===== config.mk =====
export PLATFORM = sky130hd
export DESIGN_NAME = ip_rule_matcher
export DESIGN_NICKNAME = d
export VERILOG_FILES = /design/src/rtl/ip_rule_matcher.sv
export SDC_FILE = /design/constraint.sdc
export NUM_CORES = 1
export LEC_CHECK = 0
export CORE_UTILIZATION = 63
export CTS_BUF_LIST = sky130_fd_sc_hd__clkbuf_8
export DETAILED_ROUTE_END_ITERATION = 7
export GPL_ROUTABILITY_DRIVEN = 1
export PLACE_DENSITY = 0.82
export SETUP_SLACK_MARGIN = 0.5
export SLEW_MARGIN = 20
export SYNTH_ARGS = -nofsm -noshare
export SYNTH_HDL_FRONTEND = slang
export SYNTH_SLANG_ARGS = --single-unit

===== constraint.sdc =====
create_clock -name clk -period 7.97 [get_ports clk]
set_input_delay 1.1955 -clock clk [delete_from_list [all_inputs] [get_ports clk]]
set_output_delay 1.1955 -clock clk [all_outputs]
set_load 0.1 [all_outputs]

===== src/rtl/ip_rule_matcher.sv =====
// rtl/ip_rule_matcher.sv - first-match IPv4 rule scanner, one rule evaluated per cycle
// Optional statistics counters are built in when IP_RULE_STATS_EN is defined.
module ip_rule_matcher #(
  parameter int NUM_RULES    = 16,
  parameter bit DEFAULT_DROP = 1'b0
) (
  input  logic                         clk,
  input  logic                         rst,
  input  logic [31:0]                  src_ip,
  input  logic [31:0]                  dst_ip,
  input  logic                         ip_valid,
  input  logic                         cfg_we,
  input  logic [$clog2(NUM_RULES)-1:0] cfg_addr,
  input  logic                         cfg_en,
  input  logic                         cfg_dir,
  input  logic                         cfg_drop,
  input  logic [31:0]                  cfg_ip,
  input  logic [31:0]                  cfg_mask,
  output logic                         busy,
  output logic                         dec_valid,
  output logic                         dec_drop,
  output logic                         dec_hit,
  output logic [$clog2(NUM_RULES)-1:0] dec_idx,
  output logic [7:0]                   missed_cnt,
  output logic [15:0]                  pkt_cnt,
  output logic [15:0]                  drop_cnt
);

  localparam int IDX_W = $clog2(NUM_RULES);
  localparam logic [IDX_W-1:0] LAST_IDX = IDX_W'(NUM_RULES - 1);

  typedef enum logic [1:0] {IDLE, SCAN, RESULT} state_t;
  state_t state, next_state;

  logic [NUM_RULES-1:0] rule_en;
  logic [NUM_RULES-1:0] rule_dir;
  logic [NUM_RULES-1:0] rule_drop;
  logic [31:0]          rule_ip   [NUM_RULES];
  logic [31:0]          rule_mask [NUM_RULES];

  logic             ip_valid_q;
  logic [31:0]      src_lat;
  logic [31:0]      dst_lat;
  logic [IDX_W-1:0] scan_idx;

  logic        rise;
  logic        start;
  logic        match;
  logic        last;
  logic [31:0] sel_ip;

  assign rise  = ip_valid & ~ip_valid_q;
  assign start = rise && (state == IDLE);
  assign last  = (scan_idx == LAST_IDX);

  // Table reads are combinational, so a write committed mid-scan is seen by later indices.
  assign sel_ip = rule_dir[scan_idx] ? dst_lat : src_lat;
  assign match  = rule_en[scan_idx] &&
                  (((sel_ip ^ rule_ip[scan_idx]) & rule_mask[scan_idx]) == 32'd0);

  always_ff @(posedge clk) begin
    if (rst) begin
      rule_en <= '0;
    end else if (cfg_we) begin
      rule_en[cfg_addr] <= cfg_en;
    end
  end

  always_ff @(posedge clk) begin
    if (cfg_we) begin
      rule_dir[cfg_addr]  <= cfg_dir;
      rule_drop[cfg_addr] <= cfg_drop;
      rule_ip[cfg_addr]   <= cfg_ip;
      rule_mask[cfg_addr] <= cfg_mask;
    end
  end

  always_ff @(posedge clk) begin
    if (rst) begin
      state <= IDLE;
    end else begin
      state <= next_state;
    end
  end

  always_comb begin
    next_state = state;
    busy       = 1'b0;
    dec_valid  = 1'b0;
    case (state)
      IDLE: begin
        if (start) next_state = SCAN;
      end
      SCAN: begin
        busy = 1'b1;
        if (match || last) next_state = RESULT;
      end
      RESULT: begin
        busy       = 1'b1;
        dec_valid  = 1'b1;
        next_state = IDLE;
      end
      default: next_state = IDLE;
    endcase
  end

  always_ff @(posedge clk) begin
    if (rst) begin
      ip_valid_q <= 1'b0;
      src_lat    <= '0;
      dst_lat    <= '0;
      scan_idx   <= '0;
      dec_hit    <= 1'b0;
      dec_drop   <= 1'b0;
      dec_idx    <= '0;
      missed_cnt <= '0;
    end else begin
      ip_valid_q <= ip_valid;
      if (start) begin
        src_lat  <= src_ip;
        dst_lat  <= dst_ip;
        scan_idx <= '0;
      end
      if (state == SCAN) begin
        if (match || last) begin
          dec_hit  <= match;
          dec_drop <= match ? rule_drop[scan_idx] : DEFAULT_DROP;
          dec_idx  <= match ? scan_idx : '0;
        end else begin
          scan_idx <= scan_idx + IDX_W'(1);
        end
      end
      if (rise && (state != IDLE) && (missed_cnt != 8'hFF)) begin
        missed_cnt <= missed_cnt + 8'd1;
      end
    end
  end

`ifdef IP_RULE_STATS_EN
  always_ff @(posedge clk) begin
    if (rst) begin
      pkt_cnt  <= '0;
      drop_cnt <= '0;
    end else if (dec_valid) begin
      if (pkt_cnt != 16'hFFFF) pkt_cnt <= pkt_cnt + 16'd1;
      if (dec_drop && (drop_cnt != 16'hFFFF)) drop_cnt <= drop_cnt + 16'd1;
    end
  end
`else
  assign pkt_cnt  = 16'd0;
  assign drop_cnt = 16'd0;
`endif

endmodule


# Word-level counts from Yosys, hierarchy flattened
# Memory sizes are Yosys's and may differ from the RTL's. A register that Yosys moved wholly into a read port is not among the register bits.
# Index checks and enable logic that the tools add are counted.
# Widths: inputs -> output; s select.
# word_totals
output_inout_bits	48
inputBits	139
elab_cells	67
mem_bits_rw	1024
regBits	133
memories	2
# op_classes
magnitude_cmp	3
mux	26
reduce_logical	12
n_bitwise	4
add_sub_neg	2
n_eq_ne	6
# mem_list
memory	depth	width	rd	rd_ports_with_merged_regs	write_ports	line_no	source
rule_ip	16	32	1	1	1	38	logic [31:0] rule_ip [NUM_RULES];
rule_mask	16	32	1	1	1	39	logic [31:0] rule_mask [NUM_RULES];
# ops
cell	n
$bwmux 16	3
$and 32x32->32	1
$logic_not 32->1	1
$mux 32	1
$xor 32x32->32	1
$mux 4	6
$bmux 1 s4	3
$lt 4x5->1 const B	2
$mux 1	9
$add 8x1->8 const B	1
$ne 8x8->1 const B	1
$logic_and 1x1->1	5
$add 4x1->4 const B	1
$demux 1 s4	1
$eq 4x4->1 const B	1
$ge 4x1->1 const B	1
$mux 2	2
$ne 2x2->1 const B	2
$pmux 2 s2	1
$reduce_and 2->1	2
$eq 2x1->1 const B	1
$eq 2x2->1 const B	1
$logic_not 2->1	1
$reduce_bool 2->1	1
other kinds (4)	4

# Logic depth before layout (Yosys ltp)
# logic_depth
depth_word	11
mapped_depth	16
ltp_nobuf	10

# Worst setup path before layout
# No wires, ideal clock.
# synth_timing
path_type	input to register
startpoint	input cfg_addr[2]
endpoint	register rule_en[2]
t_required_ns	7.842
n_path_buf	0
cell_stages	5
setup_ns	0.128
setup_slack_ns	0.977
arrival_ns	6.865
cell_sequence	nor2_1 nand2_1 nor3b_1 mux2i_1 nor2_1
# synth_between
elab_chain_len	5
word_cells_on_any_way	6
classes_between	order compare: 2; mux: 3; reduce/logical: 1
# synth_rtl
element	line_no	source
start, declared	13	input logic [$clog2(NUM_RULES)-1:0] cfg_addr,
$lt 4x5->1 (not written as such) / $ge 4x1->1 (equally long branches)	65	rule_en[cfg_addr] <= cfg_en;
$logic_and 1x1->1 (not written as such)	65	
$mux 1 (not written as such)	65	
$demux 1 s4 *	65	
$bwmux 16 *	65	
end signal, assigned by index	65	
end, declared	35	logic [NUM_RULES-1:0] rule_en;
# Mark *: on every way between the ends. The rest lies on a longest branch, timed or not.
# A chain may end at the register's enable or synchronous reset.

# Worst setup path after layout
# layout_timing
startpoint	register scan_idx[1]
endpoint	register state[1]
# layout_between
elab_chain_len	10
word_cells_on_any_way	13
classes_between	eq/ne: 2; mux: 5; bitwise: 2; reduce/logical: 4
# layout_rtl
element	line_no	source
start, declared	44	logic [IDX_W-1:0] scan_idx;
start signal, assigned	130	scan_idx <= scan_idx + IDX_W'(1);
$bmux 1 s4	57	assign sel_ip = rule_dir[scan_idx] ? dst_lat : src_lat;
$mux 1 (not written as such)	57	
$mux 32	57	
$xor 32x32->32	59	(((sel_ip ^ rule_ip[scan_idx]) & rule_mask[scan_idx]) == 32'd0);
$and 32x32->32	59	
$logic_not 32->1	59	
$logic_and 1x1->1	58	assign match = rule_en[scan_idx] &&
$logic_or 1x1->1 *	96	if (match || last) next_state = RESULT;
$ne 2x2->1 (no line) *	n/a	
$reduce_and 2->1 (no line) *	n/a	
end signal, assigned	82	state <= next_state;
end, declared	33	state_t state, next_state;
# Mark *: on every way between the ends. The rest lies on a longest branch, timed or not. The select of a mux whose other input is x is not followed.

==> results.md <==
* Synth Flop Type: edfxtp_1
* Reg clk slew, reported paths at 0.06 ns
* Routed WL at 109000 um
* Post-synth ARST share at 0%
* Clk root buf: clkbuf_8
* R2r endpoint: state[1]$_SDFFE_PP0P_
* Largest net degree at the start of global routing at 152
* Vias post-DR at 24300
* Least-Margin Pin Slew at 1.09 ns
* Antenna viol nets, final at 0
* Post-Syn Area per Cell at 19.4 um^2
* Die W at 269 um
* Relative slew margins at a little over a quarter
* Vias in the first global route at 24588
* Worst Hold Path EP: src_lat[28]$_SDFFE_PP0P_
* Synthesis Warnings at 0
* Setup bufs post-CTS at 0
* DP HPWL at 59900 um
* I/O pin count at roughly 190
* DIE AREA at 72600 um^2
* Netlist cell types at 54
* Syn Inst Count at 2323
* Initial Util at 64.0%
* Worst Clk Skew at roughly 0.03 ns
* Final hold viol count at 0
* Arrival time worst endpoint at slightly below 6 ns
* TritonCTS clock tree: done
* Setup TNS at 0 ns
* Min-delay worst type: flip-flop to flip-flop
* Setup-failing EPs final at 0
* EDFF count, synth at 1056
* CP max stage delay at 0.73 ns
* Total power at 12200 uW
* Placed cells at roughly 3300
* Kind of critical path: flip-flop to flip-flop
* Multi-input gate area at roughly 11000 um^2
* Vias/cell at approximately 6.6
* Final min period at a little over 5 ns
* Register Area at 33700 um^2
* Site Rows at 97
* Worst Path Max Fanout at 46
* TritonCTS Sinks at 1157
* Hold Crit Start: src_lat[28]$_SDFFE_PP0P_
* Fin crit share at between 60% and 70%
* CP max stage cell: nor4_4
* Wire length per cell at 29.8 um
* Total GRT Usage at 30.3%
* Leak at 0.0160 uW
* P&R area growth vs syn at 12.8%
* Initial antenna violation count at 4
* Post-Syn Area at 45000 um^2
* # fillers at approximately 4000
* Clk_lat worst skew at 0.81 ns
* FMAX at 193 MHz
* Starting DRT DRC Count at 3594
* Fin area at 50800 um^2
* RePlAce Congestion at 0.900
* Setup crit end kind: flip-flop
* Commonest non-fill, non-tap cell in the layout: edfxtp_1
* Critical path, cell by cell: buf_16, mux2_2, mux4_2, mux2i_4, buf_4, mux2i_1, xnor2_1, a22oi_1, nand4_1, nor4_4, o21ai_0, mux2i_1
* R2R setup slack at roughly 2.8 ns
* Layout cell share with drive strength beyond 1 at 20.3%
* DRC violations left at 0
* GRT overflow at 0
* CP delay by family, top: multiplexers
* Max-slew violations at 0
* Final Instance Count excl. Fillers at ~3700
* First-pass GRT wire length at 158000 um
* Resize count post-CTS at 0
* Die H at 269 um
* Worst VDD drop at 167 uV
* Floorplan Core Area at 70400 um^2
* Final net count at 2718
* Setup WS pre-CTS at 2.44 ns
* Startpoint types: flip-flop
* Hold_buf cts at 0
* Worst Hold Depth at 2
* Number of synthesized register bits at 1157
* Max Buffers Root-to-Sink at 3
* Cts bufs inserted at 176
* Max_cap viols at 0
* Post-Place Cell Area at 47600 um^2
* Buffers plus inverters on the worst setup path at 2
* Buffers on Ports at 154
* DR pass1 iterations at 6
* Most frequent CP cell: mux2i_1
* Status: completed
* H-tree depth at 4
* Setup slack after layout at 2.80 ns
* Critical Path RT at between 8 and 9 ns
* R2r startpoint: scan_idx[1]$_SDFF_PP0_
* Power density of the placed cells at 240 nW/um^2
* R2R depth at 12
* RSZ-0062 raised after global routing: false
* Most frequent cells in the layout: edfxtp_1 (1056), mux4_2 (245), clkbuf_8 (192)
* Seq/Total Area, Yosys at between 70% and 80%
==> stage by stage <==
step	hold WS, ns	util [%]
6_report	0.462	72.2
5_1_grt	0.481	72.2
4_1_cts	0.462	72.1
3_5_place_dp	0.453	67.6
3_3_place_gp	0.446	67.6
2_1_floorplan	0.436	-
==> tightest hold or removal path, cell delays in order, from the launching register on <==
cell and delay, ns:
dfxtp_1 0.31, nand2_1 0.05, a21oi_1 0.05
==> sequential cells by signal (all words and copies together) (netlist names) <==
signal / flops
dec_drop: 1
rule_en: 16
dst_lat: 32
missed_cnt: 8
src_lat: 32
rule_ip: 512
rule_mask: 512
dec_idx: 4
ip_valid_q: 1
scan_idx: 4
state: 2
dec_hit: 1
rule_dir: 16
rule_drop: 16
==> report_power, final <==
group | internal (uW) | switching, uW | leakage, uW
combinational | 377 | 550 | 0.00376
clock | 2240 | 2190 | 0.00191
sequential | 6760 | 62.1 | 0.0104
==> synthesized netlist by cell type (9+ instances only) <==
master       n  area [um^2]
nand3_1     25          125
buf_1       13         48.8
nand4_1     11         68.8
dfxtp_1    101         2020
o21ai_0     15         75.1
clkbuf_1    66          248
nor2b_1      9         56.3
buf_4       48          360
edfxtp_1  1056        31700
nand3b_1    13         97.6
xnor2_1     26          228
xor2_1      11         96.3
mux2i_1    137         1370
o22ai_1     29          181
a22oi_1     21          158
nand2_1    170          638
nor2_1      47          176
buf_2       32          160
mux4_2     245         5520
a21oi_1    112          561
o221ai_1    53          464
==> area by class of cell <==
class / count / area share, %
Timing Repair Buffer: 203 / 3.85
Sequential cell: 1157 / 66.4
Multi-Input combinational cell: 1028 / 21.0
Antenna cell: 5 / 0.0246
Tap cell: 940 / 2.31
Clock buffer: 192 / 5.20
Inverter: 7 / 0.0566
Clock inverter: 123 / 1.10
==> routing by layer <==
layer  up-vias  global-route usage [%]  wire (um)
met1     12486                    41.9      39900
met5         -                       0          0
met4         0                    12.3       3440
met3       225                    6.50      12400
li1       9941                       -          -
met2      1648                    48.0      53100
==> logic make-up after synthesis <==
logic type	synth area share, %
adder cells (fa/ha/maj)	0.167
AND/OR/NAND/NOR	3.08
multiplexers	15.5
XOR/XNOR	0.719
flip-flops	74.9
other	0.00833
AO/OA/AOI/OAI	3.65
buffers and inverters	1.95
==> worst max-delay path by stage <==
stage,end,start,depth (start not counted)
floorplan,rule_en[2]$_SDFFE_PP0P_,cfg_addr[2],5
global placement,state[1]$_SDFFE_PP0P_,scan_idx[1]$_SDFF_PP0_,11
detailed placement,state[1]$_SDFFE_PP0P_,scan_idx[1]$_SDFF_PP0_,11
CTS,state[1]$_SDFFE_PP0P_,scan_idx[1]$_SDFF_PP0_,11
global route,state[1]$_SDFFE_PP0P_,scan_idx[1]$_SDFF_PP0_,12
finish,state[1]$_SDFFE_PP0P_,scan_idx[1]$_SDFF_PP0_,12
Note: power is estimated with default switching activity, not from simulation.
